File: config.mk
export PLATFORM = sky130hd
export DESIGN_NAME = baud_tick_generator_prog
export DESIGN_NICKNAME = d
export VERILOG_FILES = /design/src/rtl/baud_tick_generator_prog.sv
export SDC_FILE = /design/constraint.sdc
export NUM_CORES = 1
export LEC_CHECK = 0
export CAP_MARGIN = 10
export CORE_MARGIN = 5
export CORE_UTILIZATION = 55
export DETAILED_ROUTE_END_ITERATION = 7
export PLACE_DENSITY_LB_ADDON = 0.25
export SLEW_MARGIN = 10
export SYNTH_ARGS = -nofsm -noshare
export SYNTH_HDL_FRONTEND = slang
export SYNTH_SLANG_ARGS = --single-unit
File: constraint.sdc
create_clock -name clk -period 3.7 [get_ports clk]
set_clock_uncertainty 0.15 [all_clocks]
set_input_delay 0.74 -clock clk [delete_from_list [all_inputs] [get_ports clk]]
set_output_delay 0.74 -clock clk [all_outputs]
set_load 0.03 [all_outputs]
File: src/rtl/baud_tick_generator_prog.sv
// Programmable baud/oversample tick generator with a fractional divisor.
// The period is active_int cycles, stretched by one cycle whenever the
// fractional accumulator carries. A new divisor is staged in a shadow
// register and takes effect only at a period boundary, on a sync_clr, or
// immediately while the generator is disabled. This keeps every period whole.
module baud_tick_generator_prog #(
  parameter int DIV_W        = 16,
  parameter int FRAC_W       = 4,
  parameter int OVERSAMPLE   = 16,
  parameter int DEFAULT_DIV  = 163,
  parameter int DEFAULT_FRAC = 12
) (
  input  logic              clk,
  input  logic              rst_n,
  input  logic              enable,
  input  logic              sync_clr,
  input  logic              load,
  input  logic [DIV_W-1:0]  div_int,
  input  logic [FRAC_W-1:0] div_frac,
  output logic              os_tick,
  output logic              baud_tick,
  output logic              cfg_err
);

  localparam int OS_W = (OVERSAMPLE > 1) ? $clog2(OVERSAMPLE) : 1;
  localparam logic [OS_W-1:0]   OS_LAST  = OS_W'(OVERSAMPLE - 1);
  localparam logic [DIV_W-1:0]  DEF_INT  = DIV_W'(DEFAULT_DIV);
  localparam logic [FRAC_W-1:0] DEF_FRAC = FRAC_W'(DEFAULT_FRAC);
  localparam logic [DIV_W-1:0]  MIN_DIV  = DIV_W'(2);

  // Cycle counter is one bit wider than the divisor so that a stretched
  // period of 2^DIV_W cycles (max divisor plus carry) still fits.
  logic [DIV_W:0]      cnt_q, cnt_d;
  logic [FRAC_W-1:0]   acc_q, acc_d;
  logic [OS_W-1:0]     os_cnt_q, os_cnt_d;
  logic [DIV_W-1:0]    act_int_q, act_int_d;
  logic [FRAC_W-1:0]   act_frac_q, act_frac_d;
  logic [DIV_W-1:0]    shd_int_q, shd_int_d;
  logic [FRAC_W-1:0]   shd_frac_q, shd_frac_d;
  logic                pend_q, pend_d;
  logic                os_tick_q, os_tick_d;
  logic                baud_q, baud_d;
  logic                cfg_err_q, cfg_err_d;

  logic [FRAC_W:0]     acc_sum;
  logic [DIV_W:0]      last_cnt;
  logic                period_end;
  logic                load_ok;

  // Period arithmetic: carry of the fractional sum extends this period by one.
  always_comb begin
    acc_sum    = {1'b0, acc_q} + {1'b0, act_frac_q};
    last_cnt   = {1'b0, act_int_q} + {{DIV_W{1'b0}}, acc_sum[FRAC_W]} - (DIV_W+1)'(1);
    period_end = (cnt_q == last_cnt);
    load_ok    = load && (div_int >= MIN_DIV);
  end

  // Next-state logic for counters, divisor staging and tick outputs.
  always_comb begin
    cnt_d      = cnt_q;
    acc_d      = acc_q;
    os_cnt_d   = os_cnt_q;
    act_int_d  = act_int_q;
    act_frac_d = act_frac_q;
    shd_int_d  = shd_int_q;
    shd_frac_d = shd_frac_q;
    pend_d     = pend_q;
    os_tick_d  = 1'b0;
    baud_d     = 1'b0;
    cfg_err_d  = cfg_err_q;

    // A rejected load leaves the shadow alone and raises the sticky error.
    if (load) begin
      cfg_err_d = !load_ok;
    end
    if (load_ok) begin
      shd_int_d  = div_int;
      shd_frac_d = div_frac;
      pend_d     = 1'b1;
    end

    if (sync_clr) begin
      cnt_d    = '0;
      acc_d    = '0;
      os_cnt_d = '0;
      if (load_ok) begin
        act_int_d  = div_int;
        act_frac_d = div_frac;
        pend_d     = 1'b0;
      end else if (pend_q) begin
        act_int_d  = shd_int_q;
        act_frac_d = shd_frac_q;
        pend_d     = 1'b0;
      end
    end else if (enable) begin
      if (period_end) begin
        cnt_d     = '0;
        acc_d     = acc_sum[FRAC_W-1:0];
        os_tick_d = 1'b1;
        if (os_cnt_q == OS_LAST) begin
          os_cnt_d = '0;
          baud_d   = 1'b1;
        end else begin
          os_cnt_d = os_cnt_q + OS_W'(1);
        end
        // Swap divisors only here so the finished period used the old one;
        // a load on this same edge stays pending for the next boundary.
        if (pend_q) begin
          act_int_d  = shd_int_q;
          act_frac_d = shd_frac_q;
          pend_d     = load_ok;
        end
      end else begin
        cnt_d = cnt_q + (DIV_W+1)'(1);
      end
    end else begin
      // Idle: nothing is mid-period, so a staged divisor can apply at once.
      if (pend_q) begin
        act_int_d  = shd_int_q;
        act_frac_d = shd_frac_q;
        pend_d     = load_ok;
      end
    end
  end

  // State registers with asynchronous active-low reset to the default divisor.
  always_ff @(posedge clk or negedge rst_n) begin
    if (!rst_n) begin
      cnt_q      <= '0;
      acc_q      <= '0;
      os_cnt_q   <= '0;
      act_int_q  <= DEF_INT;
      act_frac_q <= DEF_FRAC;
      shd_int_q  <= DEF_INT;
      shd_frac_q <= DEF_FRAC;
      pend_q     <= 1'b0;
      os_tick_q  <= 1'b0;
      baud_q     <= 1'b0;
      cfg_err_q  <= 1'b0;
    end else begin
      cnt_q      <= cnt_d;
      acc_q      <= acc_d;
      os_cnt_q   <= os_cnt_d;
      act_int_q  <= act_int_d;
      act_frac_q <= act_frac_d;
      shd_int_q  <= shd_int_d;
      shd_frac_q <= shd_frac_d;
      pend_q     <= pend_d;
      os_tick_q  <= os_tick_d;
      baud_q     <= baud_d;
      cfg_err_q  <= cfg_err_d;
    end
  end

  assign os_tick   = os_tick_q;
  assign baud_tick = baud_q;
  assign cfg_err   = cfg_err_q;

endmodule

== Word-level counts from Yosys, hierarchy flattened ==
Cells that the tools add are included.
Word-level totals
  bits in registers: 69
  output and inout bits: 3
Cells by class
  $add $sub $neg: 5
  muxes and demuxes: 34
  order comparisons: 1
  eq/ne operators: 3
  reduce and logical (&&, ||, !) cells: 5
Operator list (number)
  $mux 16: 5
  $mux 17: 3
  $mux 4: 12
  $add 16x1->17: 1
  $add 17x1->17 const B: 1
  $eq 17x17->1: 1
  $sub 17x1->17 const B: 1
  $ge 16x2->1 const B: 1
  $mux 1: 14
  $add 4x4->5: 1
  $add 4x1->4 const B: 1
  $eq 4x4->1 const B: 1
  $reduce_bool 2->1: 2
  $ne 3x1->1 const B: 1
  $reduce_and 2->1: 1
  $logic_and 1x1->1: 1
  $logic_not 1->1: 1

== Longest topological paths before layout ==
  word-level depth: 7
  gate-level depth with buffers: 17

== Worst setup path after synthesis ==
No wires, ideal clock.
  path type: reg2reg
  start: register act_frac_q[0]
  end: register act_int_q[11]
  path buffers: 2
  cell stages (with the launch flop): 18
  period minus slack after synthesis: 3.889 ns
  arrival time: 3.672 ns
  path slack: -0.189 ns
  cells stage by stage: dfrtp_1 -> ha_1 -> inv_1 -> fa_1 -> inv_1 -> a21o_1 -> a21oi_1 -> ha_1 -> ha_1 -> or3b_1 -> clkbuf_1 -> nor4_4 -> xor2_1 -> o31ai_1 -> o2bb2ai_1 -> nor2_1 -> clkbuf_1 -> o311a_1
Between the ends
  cells in the longest elaborated chain, start to end: 5
Ends and longest elaborated chain
  from (decl): line 37  | logic [FRAC_W-1:0] act_frac_q, act_frac_d;
  from (signal assigned): line 145  | act_frac_q <= act_frac_d;
  $add 4x4->5: line 52  | acc_sum = {1'b0, acc_q} + {1'b0, act_frac_q};
  $add 16x1->17: line 53  | last_cnt = {1'b0, act_int_q} + {{DIV_W{1'b0}}, acc_sum[FRAC_W]} - (DIV_W+1)'(1);
  $sub 17x1->17: line 53
  $eq 17x17->1: line 54  | period_end = (cnt_q == last_cnt);
  $ne 3x1->1 (no line)
  to (signal assigned): line 144  | act_int_q <= act_int_d;
  to (decl): line 36  | logic [DIV_W-1:0] act_int_q, act_int_d;
Every way passes these cells.
A chain may end at the register's enable or synchronous reset.

== Final worst setup path ==
  start: register acc_q[0]
  end: register cnt_q[3]
Between the ends
  cells in the longest elaborated chain, start to end: 7
Ends and longest elaborated chain
  from (decl): line 34  | logic [FRAC_W-1:0] acc_q, acc_d;
  from (signal assigned): line 130  | acc_q <= '0;
  from (signal assigned): line 142  | acc_q <= acc_d;
  $add 4x4->5: line 52
  $add 16x1->17: line 53
  $sub 17x1->17: line 53
  $eq 17x17->1: line 54
  $mux 17: line 96  | if (period_end) begin
  $mux 17: line 95  | end else if (enable) begin
  $mux 17: line 82  | if (sync_clr) begin
  to (signal assigned): line 141  | cnt_q <= cnt_d;
  to (decl): line 33  | logic [DIV_W:0] cnt_q, cnt_d;
Every way passes these cells. The select of a mux whose other input is x is not followed.

==> summary.txt <==
Clock network
  • Worst-path clk slew: 0.09 ns
  • H-tree depth: 3
  • Inserted Clock Buffers: 9
  • Root buf cell: clkbuf_8
  • TritonCTS clock tree: yes
  • Post-CTS Hold Fix Bufs: 0
  • Clock buffer depth: 2
  • Clock Latency Late Sink: 0.36 ns
  • Clock sinks: between 60 and 70

Cells and area
  • N_diodes: 0
  • Most common cell after layout, fill and taps aside: dfrtp_1
  • Commonest non-fill, non-tap cells in the layout: dfrtp_1, nor2_1, buf_4
  • Finished Layout Cells: 644
  • Share of cells above drive strength 1: a little under a third
  • Total Nets Final: around 570
  • Post-route cell area: 5873 µm²
  • Area growth, synth to finish: 25.91%

Outcome
  • Status: finished with violations
  • Failing checks: setup timing

Detailed routing
  • Via density: 6.616
  • Metal3 WL: approximately 590 µm
  • Final ANT Viol Nets: 0
  • Top Layer Used: met4
  • Initial DRC Count: about 340
  • Via count: 4261
  • Met2 WL: 6.525 mm
  • Wirelength per Cell: 20.24 µm
  • Drt total wl: between 10 and 15 mm
  • Drt first pass iters: 4
  • Drc violations: 0
  • Routed metal-1 wirelength: about 5.5 mm

STA
  • Min Tclk post-route: around 3.8 ns
  • Final setup fails: 47
  • Final hold viol count: 0
  • Setup WS post-layout: -0.1186 ns
  • Normalized max-slew margin: between 40% and 50%
  • RSZ-0062 raised after global routing: true
  • Slew Limit Fails: 0
  • Fmax: approximately 260 MHz
  • Period utilization: 103.2%
  • Worst Max-Slew Pin Slew: 0.8950 ns

Power
  • Tot Pwr: about 2.6 mW
  • Leakage: roughly 2.3 nW
  • PD cells: 436.1 nW/µm²
  • Worst ir drop on vdd: 0.0002952 V

Synthesis
  • Mapped cell area: 4664 µm²
  • Synth warn: 0
  • Post-synth EDFFs: 0
  • Mean Syn Cell Area: 9.539 µm²
  • #FFs+latches synth: 69
  • Distinct cells, synth: 70
  • Sequential share of the synthesized area: a little under two fifths
  • Syn Inst Count: ~500
  • Syn_nets: ~520
  • Post-synth top flop: dfrtp_1
  • Post-synth ARST share: 100.0%

Run
  • Max_cap viols: 0

Placed design
  • Port-buffer cells: 27
  • Placer Congestion: 0.9115
  • Placed Cells: ~600
  • Post-place instance area: ~5300 µm²
  • Post-DP HPWL: 8.310 mm

Die
  • Row count: 33
  • Io pins: 28
  • Initial Util: 56.48%
  • Die Y: 102.1 µm
  • Area of the core: 8258 µm²
  • Die Area: about 10000 µm²
  • Die W: ~100 µm

GRT
  • Global-route wire length before repair: roughly 21 mm
  • Largest net degree at the start of global routing: 70
  • All-layer global routing usage: approximately a quarter
  • Vias in the first global route: 4171
  • Initial antenna violation count: 0
  • GR Overflow Total: 0

Setup path
  • Crit-path max FO: 14
  • Crit end category: register
  • Setup CP Type: reg -> reg
  • Arrival time worst endpoint: 3.94 ns
  • Worst Setup Start Kind: register
  • CP Data Required Time: 3.82 ns

Min path
  • Hold crit path type: reg -> reg
## metrics by stage
stage,setup WS [ns],hold slack (ns),utilization (%),TNS (ns)
floorplan,-0.07859,0.2944,-,-2.453
global placement,-0.1410,0.3234,63.82,-4.370
detailed placement,-0.2021,0.3465,63.82,-7.592
CTS,-0.1028,0.3646,68.24,-3.372
global route,-0.3074,0.3809,71.12,-13.02
finish,-0.1186,0.3668,71.12,-3.650
## sequential cells by signal, summed over array words and instances, names as in the netlist
signal / count
shd_frac_q: 4
os_cnt_q: 4
cnt_q: 17
os_tick: 1
baud_tick: 1
shd_int_q: 16
pend_q: 1
act_frac_q: 4
cfg_err: 1
act_int_q: 16
acc_q: 4
## final cells by class
| class | instances | area (µm²) |
|---|---|---|
| tap | 105 | 131.4 |
| timing repair buffer | 78 | 784.5 |
| fill | 582 | 2385 |
| inverter | 12 | 45.04 |
| clock inverter | 6 | 71.32 |
| sequential | 69 | 1742 |
| clock buffer | 10 | 127.6 |
| multi-input combinational | 364 | 2972 |
## logic make-up (layout without fill, tap and decap cells)
group                      after synthesis  count (layout)  share of synthesized area, %
adders and majority gates                9               9                         2.575
muxes                                   23              23                         5.499
and+or+nand+nor                        191             192                         21.78
DFF                                     69              69                         37.34
buffers and inverters                   57             106                         5.579
AOI/OAI and AO/OA                      109             109                         21.41
xor gates and xnor gates                31              31                         5.821
## synth_stat cells, types with 5 or more instances
master / n / area (µm²)
dfrtp_1: 57 / 1426
nor2_1: 52 / 195.2
clkbuf_1: 31 / 116.4
nand4_1: 31 / 193.9
nand2_1: 28 / 105.1
nor3_1: 23 / 115.1
mux2_2: 21 / 236.5
o22ai_1: 21 / 131.4
o311a_1: 20 / 200.2
a221oi_2: 19 / 285.3
xor2_1: 16 / 140.1
xnor2_1: 15 / 131.4
dfstp_2: 12 / 315.3
inv_1: 11 / 41.29
nor4_1: 11 / 68.82
a21oi_1: 10 / 50.05
ha_1: 8 / 100.1
and3_1: 7 / 43.79
buf_2: 7 / 35.03
nand3_1: 5 / 25.02
or3_1: 5 / 31.28
## where the power goes
group | internal [mW] | switching (mW)
logic | 0.454 | 0.474
clock network | 0.318 | 0.335
registers | 0.849 | 0.132
total | 1.62 | 0.941
## worst paths after layout
check	slack (ns)	endpoint	depth (start not counted)	start
setup / recovery	-0.12	cnt_q[3]	16	acc_q[0]
hold / removal	0.37	shd_int_q[10]	1	shd_int_q[10]
setup reg to reg	-0.12	cnt_q[3]	16	acc_q[0]
hold reg to reg	0.37	shd_int_q[10]	1	shd_int_q[10]
max in group asynchronous	2.39	cnt_q[2]	2	rst_n
min in group asynchronous	0.43	shd_frac_q[0]	2	rst_n
## what timing repair did
item,in CTS,in global routing
buffers inserted,5,6
gates resized for setup,22,24
gates cloned,1,3
setup endpoints to repair,48,48
pin swaps,22,14
## worst max-delay path: stages, from the launching register on
cell and delay, ns:
dfrtp_1 0.39, ha_2 0.20, inv_2 0.06, fa_2 0.21, inv_2 0.03, a21o_1 0.15
a21oi_2 0.17, ha_4 0.18, or4b_4 0.50, buf_4 0.16, nor4_1 0.33, nor4_1 0.11
or3_4 0.40, and2_4 0.19, o2111a_2 0.16, buf_12 0.15, nor3_1 0.17
## layer usage
metal  vias up  track usage (%)
met2       135            41.63
met4         0            9.788
met3        36            3.959
met5         -                0
met1      2127            33.78
li1       1963                -
No activity file was read; power rests on OpenSTA's default activity.
